## config.mk

```make
export PLATFORM = sky130hd
export DESIGN_NAME = river_lane_scheduler
export DESIGN_NICKNAME = d
export VERILOG_FILES = /design/src/rtl/river_lane_scheduler.sv
export SDC_FILE = /design/constraint.sdc
export NUM_CORES = 1
export LEC_CHECK = 0
export ABC_AREA = 1
export CAP_MARGIN = 40
export CORE_ASPECT_RATIO = 1.4
export CORE_MARGIN = 4
export CORE_UTILIZATION = 40
export CTS_CLUSTER_DIAMETER = 100
export CTS_CLUSTER_SIZE = 8
export DETAILED_ROUTE_END_ITERATION = 6
export PLACE_DENSITY = 0.7
export SYNTH_ARGS = -nofsm -noshare
export SYNTH_HDL_FRONTEND = slang
export SYNTH_SLANG_ARGS = --single-unit
```

## constraint.sdc

```tcl
create_clock -name frame_clk -period 1.2 [get_ports frame_clk]
set_input_delay 0.18 -clock frame_clk [delete_from_list [all_inputs] [get_ports frame_clk]]
set_output_delay 0.18 -clock frame_clk [all_outputs]
set_load 0.01 [all_outputs]
```

## src/rtl/river_lane_scheduler.sv

```systemverilog
// river_lane_scheduler: per-lane step counters for the river lanes, frog carry
// displacement from the lane under the frog, and drown detection with a grace window.
//
// state   | meaning
// --------+------------------------------------------------------------
// IDLE    | paused; counters frozen, outputs quiet, waiting for Enable
// RUN     | lanes counting, carry and drown evaluated every frame
// DROWNED | frog drowned; counters frozen until frog logic acks respawn
module river_lane_scheduler #(
  parameter int          N_LANES = 4,
  parameter logic [10:0] STEP    = 11'd20,
  parameter int          GRACE   = 2
) (
  input  logic                   frame_clk,
  input  logic                   Reset_n,
  input  logic                   Enable,
  input  logic [6*N_LANES-1:0]   Lane_Period,
  input  logic [N_LANES-1:0]     Lane_Dir,
  input  logic [N_LANES-1:0]     Pad_Collision,
  input  logic                   Frog_In_River,
  input  logic [2:0]             Frog_Lane,
  input  logic                   Respawn_Ack,
  output logic [N_LANES-1:0]     Lane_Step,
  output logic                   Carry_Valid,
  output logic [10:0]            Carry_Dx,
  output logic                   Drown,
  output logic [1:0]             State
);

  typedef enum logic [1:0] {
    S_IDLE    = 2'b00,
    S_RUN     = 2'b01,
    S_DROWNED = 2'b10
  } state_t;

  localparam logic [3:0] LANES_W  = 4'(N_LANES);
  localparam logic [3:0] GRACE_M1 = 4'(GRACE - 1);

  state_t             state_q;
  logic [5:0]         cnt_q [N_LANES];
  logic [3:0]         miss_q;
  logic [N_LANES-1:0] step_hit;
  logic               sel_cov;
  logic               sel_dir;
  logic               sel_step;
  logic               lane_ok;
  logic               uncovered;
  logic               carry_hit;

  // Terminal-count compare per lane: a hit means this edge produces a step.
  always_comb begin
    step_hit = '0;
    for (int i = 0; i < N_LANES; i++) begin
      step_hit[i] = (cnt_q[i] == Lane_Period[6*i +: 6]);
    end
  end

  // Pick out the lane under the frog; lanes past N_LANES never cover the frog.
  always_comb begin
    sel_cov  = 1'b0;
    sel_dir  = 1'b0;
    sel_step = 1'b0;
    for (int i = 0; i < N_LANES; i++) begin
      if (Frog_Lane == 3'(i)) begin
        sel_cov  = Pad_Collision[i];
        sel_dir  = Lane_Dir[i];
        sel_step = step_hit[i];
      end
    end
    lane_ok   = ({1'b0, Frog_Lane} < LANES_W);
    uncovered = Frog_In_River & (~lane_ok | ~sel_cov);
    carry_hit = Frog_In_River & lane_ok & sel_cov & sel_step;
  end

  // Sequencer FSM with lane counters, miss counter and registered strobes.
  always_ff @(posedge frame_clk or negedge Reset_n) begin
    if (!Reset_n) begin
      state_q     <= S_IDLE;
      for (int i = 0; i < N_LANES; i++) cnt_q[i] <= 6'd0;
      miss_q      <= 4'd0;
      Lane_Step   <= '0;
      Carry_Valid <= 1'b0;
      Carry_Dx    <= 11'd0;
      Drown       <= 1'b0;
    end else begin
      Lane_Step   <= '0;
      Carry_Valid <= 1'b0;
      Carry_Dx    <= 11'd0;
      Drown       <= 1'b0;
      case (state_q)
        S_IDLE: begin
          if (Enable) state_q <= S_RUN;
        end
        S_RUN: begin
          if (!Enable) begin
            state_q <= S_IDLE;
          end else begin
            for (int i = 0; i < N_LANES; i++) begin
              cnt_q[i] <= step_hit[i] ? 6'd0 : cnt_q[i] + 6'd1;
            end
            Lane_Step <= step_hit;
            if (carry_hit) begin
              Carry_Valid <= 1'b1;
              Carry_Dx    <= sel_dir ? STEP : (~STEP + 11'd1);
            end
            // Carry and drown are mutually exclusive: carry needs a covered frog.
            if (uncovered) begin
              if (miss_q == GRACE_M1) begin
                Drown   <= 1'b1;
                state_q <= S_DROWNED;
                miss_q  <= 4'd0;
              end else begin
                miss_q <= miss_q + 4'd1;
              end
            end else begin
              miss_q <= 4'd0;
            end
          end
        end
        S_DROWNED: begin
          if (Respawn_Ack) state_q <= Enable ? S_RUN : S_IDLE;
        end
        default: state_q <= S_IDLE;
      endcase
    end
  end

  assign State = state_q;

endmodule

```

== After elaboration in Yosys (flattened, before gate mapping) ==
Index checks and enable logic that the tools add are counted.
Word-level totals
  flip-flop bits (word level): 47
  output and inout port bits: 19
Operators by class
  add/sub/neg operators: 5
  order comparisons: 1
  equal/unequal tests: 14
  multiplexer cells: 38
  bitwise logic cells: 7
  reduce and logical (&&, ||, !) cells: 4
Operator list (number)
  two-way mux 11 bit: 4
  adder 6 x 1 -> 6 bit, second input constant: 4
  equality test 6 bit: 4
  two-way mux 6 bit: 4
  two-way mux 1 bit: 20
  two-way mux 4 bit: 4
  two-way mux 2 bit: 5
  equality test 3 x 2 -> 1 bit, second input constant: 2
  inequality test 3 bit, second input constant: 2
  case mux 2 bit (3 select lines): 1
  adder 4 x 1 -> 4 bit, second input constant: 1
  bitwise AND 1 bit: 4
  equality test 4 x 1 -> 1 bit, second input constant: 1
  inequality test 2 bit, second input constant: 2
  AND reduction 4 bit: 1
  equality test 3 x 1 -> 1 bit, second input constant: 1
  logical NOT 3 bit: 1
  less-than comparator 3 bit, second input constant: 1
  equality test 2 x 1 -> 1 bit, second input constant: 1
  equality test 2 bit, second input constant: 1
  logical NOT 2 bit: 1
  NOT 1 bit: 2
  AND reduction 2 bit: 1
  OR 1 bit: 1

== Logic depth before layout (Yosys ltp) ==
  word-level depth: 11
  mapped depth: 9

== Worst setup path before layout ==
No wires, ideal clock.
  path type: register -> register
  start point: register state_q[1], in the netlist State[1]
  end point: register cnt_q[22] (netlist bit)
  library setup time: 123 ps
  arrival time: 1176 ps
  setup slack: -99 ps
  stages on the path, launching flop included: 8
  buffers on the path: 1
  clock period less this slack: 1299 ps
  path through: dfrtp_1 > inv_2 > nand3_2 > buf_6 > nor3_1 > nand2_1 > o22ai_1 > a21oi_1
On the way
  longest elaborated chain between the ends: 2
Ends and longest elaborated chain
  from (decl): line 39  | state_t state_q;
  from (signal assigned): line 121  | if (Respawn_Ack) state_q <= Enable ? S_RUN : S_IDLE;
  equality test 2 x 1 -> 1 bit: line 90  | case (state_q)
  AND reduction 2 bit (no line)
  to (signal, indexed assignment): line 99  | cnt_q[i] <= step_hit[i] ? 6'd0 : cnt_q[i] + 6'd1;
  to (decl): line 40  | logic [5:0] cnt_q [N_LANES];
Every way passes these cells.
A chain may end at the register's enable or synchronous reset.

== Worst setup path after layout ==
  start point: register state_q[1], in the netlist State[1]
  end point: register cnt_q[11] (netlist bit)
The elaborated chain is that of the path after synthesis.

==> key figures <==
Run status
  • Status: finished with violations
  • Violated checks: setup timing

STA
  • Setup TNS: -1.93 ns
  • RSZ-0062 raised after global routing: yes
  • Fmax: just over 0.7 GHz
  • Post-route clock skew: between 0.004 and 0.005 ns
  • Post-route worst setup slack: -0.186 ns
  • WHS: 0.387 ns
  • Slew Limit Fails: 0
  • Final hold vios: 0
  • Crit path time final: 1.39 ns
  • Final Cycle Share: 115%
  • Final setup violating endpoints: 28

Synthesis
  • Number of flops mapped to enable cells by yosys: 0
  • Post-synth ARST share: 100%
  • Seq cells post-synth: 38
  • Synth cell types: 33
  • Sequential-to-total area share from yosys stat: 39.3%
  • Ys flop type: dfrtp_1
  • Post-Syn Area: ~0.0024 mm²
  • Ys Warns: 0
  • Cells after Synth: about 320
  • Post-Synthesis Mean Instance Area: around 7.5 µm²

Finish
  • Layout area overhead: 67.6%
  • Commonest non-fill, non-tap cell in the layout: nand2_1
  • Final cell count without fillers: between 500 and 600
  • Most frequent cells in the layout: nand2_1 (69), buf_4 (68), inv_1 (40), dfrtp_1 (37), clkdlybuf4s50_1 (34)
  • Register area: 952 µm²
  • Share of cells above drive strength 1: about 41%
  • FILL cells: roughly 460
  • Design area: between 0.004 and 0.005 mm²
  • Final Core Density: between 60 and 70%
  • Diode count: 0
  • Fin nets: 501
  • Area of the multi-input gates: between 0.0015 and 0.002 mm²

CTS
  • Clock root buffer master: clkbuf_8
  • Sink Count: 38
  • CTS tree: done
  • Clock latency at the later pin of the worst-skew pair: slightly below 0.3 ns
  • Inserted Clock Buffers: 5
  • CTS max path bufs: 2
  • Clock slew at reported path FFs: ~0.070 ns
  • CTS H-Tree Depth: 2

Worst setup path
  • Worst r2r dst: cnt_q[11]$_DFFE_PN0P_
  • Worst path arrival time: roughly 1.6 ns
  • Critical Path RT: 1.38 ns
  • Crit. End Element: flop
  • Path depth of the worst reg2reg path: 8
  • Worst path bufs/invs: 3
  • CP top delay family: simple AND/OR/NAND/NOR gates
  • Critical Path, Cell by Cell: inv_2 -> nand3_4 -> buf_12 -> nor4_4 -> buf_4 -> nand4_1 -> nand2_1 -> nor2_1
  • Crit-path slowest cell: dfrtp_1
  • R2r setup slk: -0.19 ns
  • Setup crit start kind: flop
  • Biggest cell delay along the critical path: 0.39 ns
  • RR Startpoint: State[1]$_DFFE_PN0P_
  • Crit path max fanout: 7
  • Critical path type: flop to flop

Floorplanning
  • Die Width: around 74 µm
  • Initial Util: 41.3%
  • Die Y: around 100 µm
  • Core Area: 0.00586 mm²
  • Ports: a little under 60
  • Die area: about 0.0074 mm²
  • Core Rows: 33

Place
  • Placed instance area: roughly 0.0035 mm²
  • Hpwl dp: 4500 µm
  • GPL Wtd Cong: roughly 0.85
  • # placed instances: around 500
  • IO buf count: between 50 and 60

Detailed routing
  • Via count: 2516
  • Remaining DRCs: 0
  • Final antenna-violating net count: 0
  • Routed WL: between 6000 and 7000 µm
  • Drt first pass iters: 4
  • DRT iter0 DRCs: between 90 and 100
  • Via density: about 4.8
  • Wirelength per Cell: 12.4 µm

GRT
  • Antenna violations before repair: 0
  • First-pass GRT wire length: roughly 10000 µm
  • Total GRT Usage: 17.6%
  • Total gr overflow: 0
  • Pin count of the biggest net entering global routing: 39
  • Vias in the first global route: 2473

Worst hold path
  • Hold Path Class: input pin to async pin

Power
  • Peak supply drop: 1380 µV
  • Pwr dens: ~1900 mW/mm²
  • Leakage power: 0.00204 µW

Job
  • Max cap viols: 0
how the worst max path moves through the flow:
| stage | startpoint | endpoint | slack (ns) | depth (start not counted) |
|---|---|---|---|---|
| 2_1_floorplan | State[1]$_DFFE_PN0P_ | cnt_q[11]$_DFFE_PN0P_ | -0.08 | 8 |
| 3_3_place_gp | Frog_Lane[2] | State[0]$_DFFE_PN0P_ | -0.42 | 10 |
| 3_5_place_dp | Enable | cnt_q[22]$_DFFE_PN0P_ | -0.45 | 7 |
| 4_1_cts | State[1]$_DFFE_PN0P_ | cnt_q[11]$_DFFE_PN0P_ | -0.15 | 8 |
| 5_1_grt | State[1]$_DFFE_PN0P_ | cnt_q[11]$_DFFE_PN0P_ | -0.28 | 8 |
| 6_report | State[1]$_DFFE_PN0P_ | cnt_q[11]$_DFFE_PN0P_ | -0.19 | 8 |
registers in the layout, indices dropped and copies added, names as in the netlist:
name         flops
Lane_Step        4
Drown            1
cnt_q           24
Carry_Dx         2
Carry_Valid      1
miss_q           4
State            2
per-layer routing:
layer | share of wire, % | GRT usage [%]
met1 | 39 | 20.4
met2 | 55 | 31.8
met3 | 4.8 | 3.71
met4 | 1.7 | 4.88
met5 | 0 | 0
worst register-to-register path: stages, from the launching register on:
cell and delay, ns:
dfrtp_1 0.39, inv_2 0.08, nand3_4 0.09, buf_12 0.16, nor4_4 0.18, buf_4 0.16
nand4_1 0.07, nand2_1 0.09, nor2_1 0.05
layout make-up:
| class | instances | area share [%] |
|---|---|---|
| multi-input cells | 216 | 37.3 |
| clock buffers | 7 | 2.13 |
| well taps | 70 | 2.16 |
| inverters | 58 | 5.36 |
| repair buffers | 136 | 29.5 |
| clock inverters | 1 | 0.123 |
| flip-flops and latches | 38 | 23.5 |
through the flow:
stage | power (µW) | worst slack (ns)
finish | 7760 | -0.186
global route | 8340 | -0.283
CTS | 7030 | -0.147
detailed placement | 5560 | -0.450
global placement | 5460 | -0.424
floorplan | 3850 | -0.0799
cells in the mapped netlist (2+ instances only):
| master | n | area, µm² |
|---|---|---|
| nand2_1 | 83 | 312 |
| inv_1 | 52 | 195 |
| dfrtp_1 | 38 | 951 |
| nor2_1 | 25 | 93.8 |
| nand3_1 | 18 | 90.1 |
| o21ai_0 | 13 | 65.1 |
| buf_4 | 10 | 75.1 |
| a21oi_1 | 9 | 45.0 |
| nor3_1 | 7 | 35.0 |
| ha_1 | 6 | 75.1 |
| inv_2 | 6 | 22.5 |
| nor3b_1 | 6 | 45.0 |
| o22ai_1 | 6 | 37.5 |
| xor2_1 | 6 | 52.6 |
| nand3_2 | 5 | 50.1 |
| o21ai_1 | 5 | 25.0 |
| nand4_1 | 4 | 25.0 |
| xnor2_1 | 4 | 35.0 |
| nor2_2 | 3 | 18.8 |
| nor2_4 | 3 | 33.8 |
| nand2_2 | 2 | 12.5 |
| o211ai_1 | 2 | 15.0 |
cells by family (layout without fill, tap and decap cells):
family / Yosys count / after routing / share of synthesized area [%]
AO/OA/AOI/OAI: 36 / 36 / 8.06
other: 1 / 2 / 0.155
flip-flops: 38 / 38 / 39.3
buffers and inverters: 71 / 202 / 12.9
adder cells (fa/ha/maj): 6 / 6 / 3.10
XOR/XNOR: 10 / 10 / 3.62
AND/OR/NAND/NOR: 162 / 162 / 32.9
where the power goes:
group	switching [µW]	internal, µW
logic	2270	2440
registers	383	1760
clock network	454	464
total	3110	4660
timing repair:
action                                  4_1_cts  5_1_grt
gates resized for setup                      83       55
hold buffers                                  1        0
pin swaps                                    17       23
endpoints found under the hold margin        38        0
gates cloned                                  0        0
setup buffers                                 9       12
endpoints found under the setup margin       54       38
Note: power is estimated with default switching activity, not from simulation.
